==> src/rtl/hazard_forward_unit.sv <==
// ============================================================================
// Module   : hazard_forward_unit
// Purpose  : Operand forwarding selects, load-use stall and branch squash
//            control for the 5-stage PA-RISC pipeline.
// Revision : 1.0 - initial release
// ============================================================================
`default_nettype none

module hazard_forward_unit #(
  parameter int CNT_W = 16
) (
  input  logic             clk_i,
  input  logic             rst_ni,
  input  logic [4:0]       id_ra_i,
  input  logic [4:0]       id_rb_i,
  input  logic             id_use_a_i,
  input  logic             id_use_b_i,
  input  logic [4:0]       id_rd_i,
  input  logic             id_rf_le_i,
  input  logic             id_l_i,
  input  logic             br_taken_i,
  output logic [1:0]       a_s_o,
  output logic [1:0]       b_s_o,
  output logic             pc_le_o,
  output logic             ifid_le_o,
  output logic             nop_s_o,
  output logic [CNT_W-1:0] stall_cnt_o
);

  localparam logic [1:0] SEL_RP  = 2'b00;
  localparam logic [1:0] SEL_EX  = 2'b01;
  localparam logic [1:0] SEL_MEM = 2'b10;
  localparam logic [1:0] SEL_WB  = 2'b11;

  logic             ex_v_q,  mem_v_q,  wb_v_q;
  logic             ex_we_q, mem_we_q, wb_we_q;
  logic             ex_ld_q, mem_ld_q;
  logic [4:0]       ex_rd_q, mem_rd_q, wb_rd_q;
  logic             ex_v_d, ex_we_d, ex_ld_d;
  logic [CNT_W-1:0] cnt_q, cnt_d;

  logic             luh;
  logic             stall;
  logic             nop;

  // GR0 is hardwired zero, so a write to it never produces a forwardable value.
  function automatic logic f_match(input logic v, input logic we,
                                   input logic [4:0] rd, input logic [4:0] r);
    return v & we & (rd == r) & (r != 5'd0);
  endfunction

  function automatic logic [1:0] f_sel(input logic use_r, input logic [4:0] r,
                                       input logic exv, input logic exwe, input logic [4:0] exrd,
                                       input logic mv,  input logic mwe,  input logic [4:0] mrd,
                                       input logic wv,  input logic wwe,  input logic [4:0] wrd);
    if (!use_r)                        return SEL_RP;
    else if (f_match(exv, exwe, exrd, r)) return SEL_EX;
    else if (f_match(mv, mwe, mrd, r))    return SEL_MEM;
    else if (f_match(wv, wwe, wrd, r))    return SEL_WB;
    else                               return SEL_RP;
  endfunction

  assign luh = ex_ld_q &
               ((f_match(ex_v_q, ex_we_q, ex_rd_q, id_ra_i) & id_use_a_i) |
                (f_match(ex_v_q, ex_we_q, ex_rd_q, id_rb_i) & id_use_b_i));
  assign stall = luh & ~br_taken_i;
  assign nop   = stall | br_taken_i;

  assign ex_v_d  = ~nop;
  assign ex_we_d = id_rf_le_i & ~nop;
  assign ex_ld_d = id_l_i & ~nop;

  always_comb begin
    cnt_d = cnt_q;
    if (stall && (cnt_q != {CNT_W{1'b1}})) cnt_d = cnt_q + {{(CNT_W-1){1'b0}}, 1'b1};
  end

  always_ff @(posedge clk_i or negedge rst_ni) begin
    if (!rst_ni) begin
      ex_v_q   <= 1'b0;  mem_v_q  <= 1'b0;  wb_v_q  <= 1'b0;
      ex_we_q  <= 1'b0;  mem_we_q <= 1'b0;  wb_we_q <= 1'b0;
      ex_ld_q  <= 1'b0;  mem_ld_q <= 1'b0;
      ex_rd_q  <= 5'd0;  mem_rd_q <= 5'd0;  wb_rd_q <= 5'd0;
      cnt_q    <= '0;
    end else begin
      wb_v_q   <= mem_v_q;  wb_we_q  <= mem_we_q;  wb_rd_q  <= mem_rd_q;
      mem_v_q  <= ex_v_q;   mem_we_q <= ex_we_q;   mem_rd_q <= ex_rd_q;
      mem_ld_q <= ex_ld_q;
      ex_v_q   <= ex_v_d;   ex_we_q  <= ex_we_d;   ex_rd_q  <= id_rd_i;
      ex_ld_q  <= ex_ld_d;
      cnt_q    <= cnt_d;
    end
  end

  // While reset is held the front end is frozen and a bubble is forced.
  always_comb begin
    a_s_o     = SEL_RP;
    b_s_o     = SEL_RP;
    pc_le_o   = 1'b0;
    ifid_le_o = 1'b0;
    nop_s_o   = 1'b1;
    if (rst_ni) begin
      a_s_o     = f_sel(id_use_a_i, id_ra_i, ex_v_q, ex_we_q, ex_rd_q,
                        mem_v_q, mem_we_q, mem_rd_q, wb_v_q, wb_we_q, wb_rd_q);
      b_s_o     = f_sel(id_use_b_i, id_rb_i, ex_v_q, ex_we_q, ex_rd_q,
                        mem_v_q, mem_we_q, mem_rd_q, wb_v_q, wb_we_q, wb_rd_q);
      pc_le_o   = ~stall;
      ifid_le_o = ~stall;
      nop_s_o   = nop;
    end
  end

  assign stall_cnt_o = cnt_q;

  // Kept for pipeline-state visibility; forwarding from MEM never needs it.
  logic unused_mem_ld;
  assign unused_mem_ld = mem_ld_q;

endmodule

`default_nettype wire

==> config.mk <==
export PLATFORM = sky130hd
export DESIGN_NAME = hazard_forward_unit
export DESIGN_NICKNAME = d
export VERILOG_FILES = /design/src/rtl/hazard_forward_unit.sv
export SDC_FILE = /design/constraint.sdc
export NUM_CORES = 1
export LEC_CHECK = 0
export BUFFER_PORTS_ARGS = -buffer_cell sky130_fd_sc_hd__buf_4
export CAP_MARGIN = 20
export CORE_MARGIN = 2
export CORE_UTILIZATION = 25
export CTS_CLUSTER_SIZE = 25
export DETAILED_ROUTE_END_ITERATION = 10
export PLACE_DENSITY = 0.48
export SLEW_MARGIN = 20
export SYNTH_ARGS = -nofsm -noshare
export SYNTH_HDL_FRONTEND = slang
export SYNTH_SLANG_ARGS = --single-unit
==> constraint.sdc <==
create_clock -name clk_i -period 2.4 [get_ports clk_i]
set_input_delay 0.24 -clock clk_i [delete_from_list [all_inputs] [get_ports clk_i]]
set_output_delay 0.24 -clock clk_i [all_outputs]
set_load 0.005 [all_outputs]
==> impl_metrics.csv, run 1 <==
group,metric,value,unit
run_status,status,"finished clean",
placement,hpwl,3.38,mm
power_and_ir_drop,switching_power,0.000327,W
worst_setup_path,cp.buffers_inverters,1,
synth,ys_ff_latch,38,
route,vias,1392,
synth,synth_warnings,0,
worst_setup_path,crit_path_max_fanout,3,
synth,ys.flop_type,"dfrtp_1",
timing,period_share,89.2,%
worst_setup_path,slowest_delay,0.44,ns
power_and_ir_drop,seq_power_share,46.2,%
cts,cts_tree,"built",
power_and_ir_drop,p_sw_share,22.2,%
route,antenna_left,0,
cts,cts-buffers-inserted,5,
layout,multi_input_area,917,um^2
worst_setup_path,startpoint_type,"register",
timing,skew,0.00466,ns
worst_setup_path,r2r_cells,6,
power_and_ir_drop,p_clk_share,44.9,%
global_route,grt-ovfl-total,0,
floorplanning,design.portCount,45,
floorplanning,rows,31,
timing,slew_viol_final,0,
layout,regArea,951,um^2
global_route,grt_first_pass_wirelength,7.48,mm
worst_setup_path,critPathKind,"reg2out",
global_route,antenna_found_initial,0,
power_and_ir_drop,leakagePower,1.13,nW
global_route,grt_max_degree,29,
synth,ys_async_sr_fraction,100,%
power_and_ir_drop,vdd_ir_drop_max,0.000219,V
worst_setup_path,crit_chain,"xnor2_1, nand4_1, or4_1, nand2b_1, nor3b_2, buf_4",
placement,gp_congestion,0.822,
cts,clk_root_buffer_cell,"clkbuf_8",
layout,nNetsFinal,245,
floorplanning,dieArea,8240,um^2
layout,stdcell_count,322,
placement,placed_cells,313,
power_and_ir_drop,p_per_area,589,nW/um^2
worst_setup_path,slowest_stage,"or4_1",
timing,setup_viol,0,
floorplanning,die_w,90.8,um
route,drt_wl_total,4.41,mm
layout,fill_cells,787,
worst_setup_path,cp-end-kind,"output port",
global_route,track_usage,11.5,%
cts,cts.sinks,38,
floorplanning,die_y,90.8,um
worst_hold_path,hp-class,"in2reg",
timing,worst_slew_pin_slew,0.387,ns
worst_setup_path,cp.depth,6,
layout,syn_to_final_growth,32.8,%
global_route,grt_pass1_vias,1469,
layout,drive_above_1_share,30.0,%
route,drc,0,
route,dr.pass1.iters,4,
cts,clock_path_buffers,2,
synth,syn-cell-area,1880,um^2
timing,period_minus_slack,2.14,ns
power_and_ir_drop,p_int,0.00115,W
worst_setup_path,crit_required,2.16,ns
timing,fmax,0.467,GHz
placement,port_buffers,44,
cts,cts.clk_slew.worst_paths,0.08,ns
worst_setup_path,crit_arrival,1.90,ns
synth,seq_area_frac_synth,50.5,%
cts,htree_levels,2,
synth,synth.distinct_cells,34,
synth,avgSynthCellArea,11.1,um^2
timing,finalHoldViolations,0,
route,viasPerCell,4.32,
synth,synth_edf_count,0,
cts,clk_latency,0.29,ns
worst_setup_path,cp_top_family,"simple AND/OR/NAND/NOR gates",
power_and_ir_drop,combPwrFrac,9.0,%
worst_hold_path,holdPathStages,1,
timing,tns,0,ns
timing,rsz0062_at_grt,"false",
layout,antenna_cells,0,
floorplanning,core-area,7290,um^2
route,avgRoutedWirePerCell,13.7,um
floorplanning,initial_core_util,25.8,%
job,cap_violations,0,
synth,syn_nets,193,
route,dr.first_iter.drc_count,79,
synth,synth_cells,170,
timing,max_slew_margin,74.0,%
-- area by class of cell --
class | count | area share (%)
repair buffers | 49 | 14.8
flip-flops and latches | 38 | 38.0
multi-input cells | 128 | 36.7
clock inverters | 3 | 2.75
clock buffers | 5 | 2.75
well taps | 99 | 4.95
-- sequential cells by signal (all words and copies together) (netlist names) --
name / flops
ex_ld_q: 1
ex_rd_q: 5
ex_v_q: 1
ex_we_q: 1
mem_rd_q: 5
mem_v_q: 1
mem_we_q: 1
stall_cnt_o: 16
wb_rd_q: 5
wb_v_q: 1
wb_we_q: 1
-- what timing repair did --
item | CTS | global route
resized for setup | 0 | 1
setup endpoints to repair | 0 | 1
endpoints found under the hold margin | 24 | 0
hold buffers | 1 | 0
buffers inserted | 0 | 0
-- cells in the mapped netlist (2+ instances only) --
library cell  count  area (um^2)
or4_1             2         15.0
nand2_1           7         26.3
nor2_1           10         37.5
clkbuf_1          2         7.51
nand2b_1          2         12.5
xnor2_1          28          245
nor2b_1           2         12.5
xor2_1           16          140
a21oi_1           2         10.0
nor3b_1           3         22.5
nor3_2            2         20.0
dfrtp_1          38          951
nor3_1           11         55.1
and2_1            2         12.5
nand4_1           8         50.1
nand3_1          14         70.1
and3_1            4         25.0
-- per-layer routing --
layer | routed length [um] | vias up | GRT usage (%)
met4 | 78 | 0 | 4.55
met5 | 0 | - | 0
met3 | 133 | 6 | 2.67
met2 | 1930 | 24 | 17.0
li1 | - | 692 | -
met1 | 2270 | 670 | 16.3
-- power by group through the flow --
stage                     registers [W]  clock network, W  logic [W]
after global routing           0.000683          0.000703   0.000145
final                          0.000680          0.000661   0.000132
after global placement         0.000693                 0   0.000133
after CTS                      0.000680          0.000679   0.000135
after floorplan                0.000687                 0  0.0000612
after detailed placement       0.000693                 0   0.000133
-- kinds of logic after synthesis --
kind of cell | after synthesis | share of synthesized area (%)
AND/OR/NAND/NOR | 75 | 23.1
flip-flops | 38 | 50.5
adder cells (fa/ha/maj) | 1 | 0.664
buffers and inverters | 4 | 1.06
AO/OA/AOI/OAI | 7 | 3.46
multiplexers | 1 | 0.797
XOR/XNOR | 44 | 20.5
-- final timing paths --
kind | start | end | slack (ns)
min in group asynchronous | rst_ni | mem_rd_q[3] | 0.41
min | id_rd_i[0] | ex_rd_q[0] | 0.05
min reg2reg | mem_v_q | wb_v_q | 0.38
max in group asynchronous | rst_ni | mem_rd_q[4] | 1.46
max | mem_rd_q[0] | a_s_o[1] | 0.26
max reg2reg | stall_cnt_o[7] | stall_cnt_o[9] | 0.37
-- layout by cell type (no fill, tap or decap), types with 2 or more instances in the layout --
cell type	n
xnor2_1	28
bufinv_16	2
dfrtp_1	38
nor3_2	2
nand2_1	7
a21oi_1	2
clkbuf_8	5
nand3_1	14
and3_1	4
or4_1	2
nor2_1	10
buf_4	48
nor3b_1	2
nor3_1	11
and2_1	2
nor2b_1	2
nand2b_1	2
xor2_1	16
nand4_1	8
-- metrics by stage --
step	power [W]	hold slack [ns]	util (%)	cell area [um^2]	setup slack (ns)
after floorplan	0.000748	-0.0556	-	1880	0.523
after global placement	0.000826	0.192	32.2	2350	0.279
after detailed placement	0.000826	0.190	32.2	2350	0.275
after CTS	0.00149	0.0357	34.2	2490	0.152
after global routing	0.00153	0.0290	34.3	2500	0.0951
final	0.00147	0.0488	34.3	2500	0.260
No activity file was read; power rests on OpenSTA's default activity.
==> run 2, diff against run 1 <==
CORE_UTILIZATION = 53   (was 25)
PLACE_DENSITY = not set   (was 0.48)
PLACE_DENSITY_LB_ADDON = 0.05   (was not set)
==> impl_metrics.csv, run 2 (synthesis results as in run 1) <==
group,metric,value,unit
cts,cts_tree,"built",
route,vias,1467,
cts,htree_levels,2,
layout,nNetsFinal,249,
timing,rsz0062_at_grt,"false",
worst_hold_path,hold_end,"ex_v_q",
route,avgRoutedWirePerCell,15.1,um
worst_setup_path,crit_path_max_fanout,3,
worst_setup_path,r2r-start,"stall_cnt_o[7]",
worst_setup_path,startpoint_type,"register",
layout,stdcell_count,273,
floorplanning,die_y,63.6,um
power_and_ir_drop,seq_power_share,49.8,%
power_and_ir_drop,p_int,0.00106,W
worst_setup_path,reg2reg_to,"stall_cnt_o[11]",
power_and_ir_drop,p_per_area,560,nW/um^2
global_route,antenna_found_initial,0,
worst_hold_path,holdPathStages,2,
global_route,grt_first_pass_wirelength,6.96,mm
timing,worst_slew_pin_slew,0.378,ns
floorplanning,initial_core_util,56.0,%
timing,max_slew_margin,74.6,%
run_status,status,"finished clean",
route,viasPerCell,5.37,
cts,clk_root_buffer_cell,"clkbuf_4",
route,drc,0,
worst_setup_path,cp.buffers_inverters,1,
layout,largest_reg_flops,16,
route,antenna_left,0,
job,cap_violations,0,
route,drt_wl_total,4.11,mm
placement,port_buffers,44,
worst_setup_path,crit_arrival,1.98,ns
power_and_ir_drop,leakagePower,1.14,nW
timing,finalHoldViolations,0,
timing,period_minus_slack,2.22,ns
timing,setup_viol,0,
power_and_ir_drop,vdd_ir_drop_max,0.000616,V
layout,syn_to_final_growth,29.6,%
worst_setup_path,cp_top_family,"simple AND/OR/NAND/NOR gates",
global_route,grt_pass1_vias,1491,
worst_setup_path,slowest_stage,"dfrtp_1",
floorplanning,dieArea,4050,um^2
global_route,grt_max_degree,24,
worst_setup_path,crit_required,2.16,ns
cts,holdBufCountCts,6,
layout,final_common_cell,"buf_4",
power_and_ir_drop,combPwrFrac,10.0,%
layout,fin_area,2440,um^2
floorplanning,design.portCount,45,
worst_setup_path,slowest_delay,0.44,ns
timing,slew_viol_final,0,
power_and_ir_drop,p_sw_share,22.5,%
cts,cts_setup_buffers,0,
floorplanning,rows,21,
worst_setup_path,r2r_cells,6,
cts,cts-buffers-inserted,5,
placement,gp_congestion,0.960,
worst_hold_path,hp-class,"in2reg",
timing,skew,0.00703,ns
cts,cts.clk_slew.worst_paths,0.12,ns
route,dr.first_iter.drc_count,118,
timing,tns,0,ns
global_route,grt-ovfl-total,0,
cts,clk_latency,0.35,ns
worst_setup_path,crit_chain,"xnor2_1, nand4_1, or4_1, nand2b_1, nor3b_1, buf_4",
cts,cts.sinks,38,
route,dr.pass1.iters,4,
layout,drive_above_1_share,28.6,%
power_and_ir_drop,switching_power,0.000307,W
cts,clock_path_buffers,2,
placement,placed_cells,259,
layout,fin_util,72.5,%
floorplanning,core-area,3360,um^2
worst_hold_path,hold_start,"br_taken_i",
placement,hpwl,2.99,mm
power_and_ir_drop,power,0.00137,W
timing,fmax,0.451,GHz
placement,placed_area,2270,um^2
worst_setup_path,cp-end-kind,"output port",
power_and_ir_drop,p_clk_share,40.2,%
worst_setup_path,r2r_setup_slack,0.40,ns
cts,cts_resized,0,
global_route,track_usage,22.7,%
worst_setup_path,critPathKind,"reg2out",
floorplanning,die_w,63.6,um
layout,antenna_cells,0,
timing,period_share,92.3,%
layout,final_cell_mix,"buf_4, dfrtp_1, xnor2_1",
## run 2: area by class of cell
class / count / area, um^2
fill: 260 / 923
clock buffer: 5 / 37.5
multi-input combinational: 128 / 912
clock inverter: 3 / 68.8
tap: 46 / 57.6
sequential: 38 / 951
timing repair buffer: 53 / 413
## run 2: metrics by stage
stage,hold slack [ns],setup slack [ns]
floorplan,-0.0556,0.523
global placement,0.143,0.361
detailed placement,0.147,0.320
CTS,0.0319,0.175
global route,0.0258,0.0178
finish,0.0536,0.185
## run 2: how the worst max path moves through the flow
stage | from | endpoint | slack, ns | depth (start not counted)
after global placement | id_rb_i[0] | nop_s_o | 0.36 | 8
after detailed placement | id_ra_i[0] | pc_le_o | 0.32 | 7
final | mem_rd_q[2] | a_s_o[1] | 0.18 | 6
after global routing | mem_rd_q[3] | a_s_o[1] | 0.02 | 6
after CTS | mem_rd_q[0] | a_s_o[1] | 0.18 | 6
after floorplan | id_rb_i[0] | pc_le_o | 0.52 | 6
## run 2: power groups by stage
stage	Clock [W]	Sequential [W]	Combinational [W]
floorplan	0	0.000687	0.0000612
global placement	0	0.000691	0.000128
detailed placement	0	0.000693	0.000129
CTS	0.000564	0.000680	0.000138
global route	0.000595	0.000683	0.000150
finish	0.000550	0.000680	0.000137
## run 2: layer usage
metal,track usage (%),vias to the layer above,routed length (um)
li1,-,700,-
met1,30.5,713,1870
met2,35.4,50,1950
met3,6.79,4,250
met4,7.07,0,36
met5,0,-,0
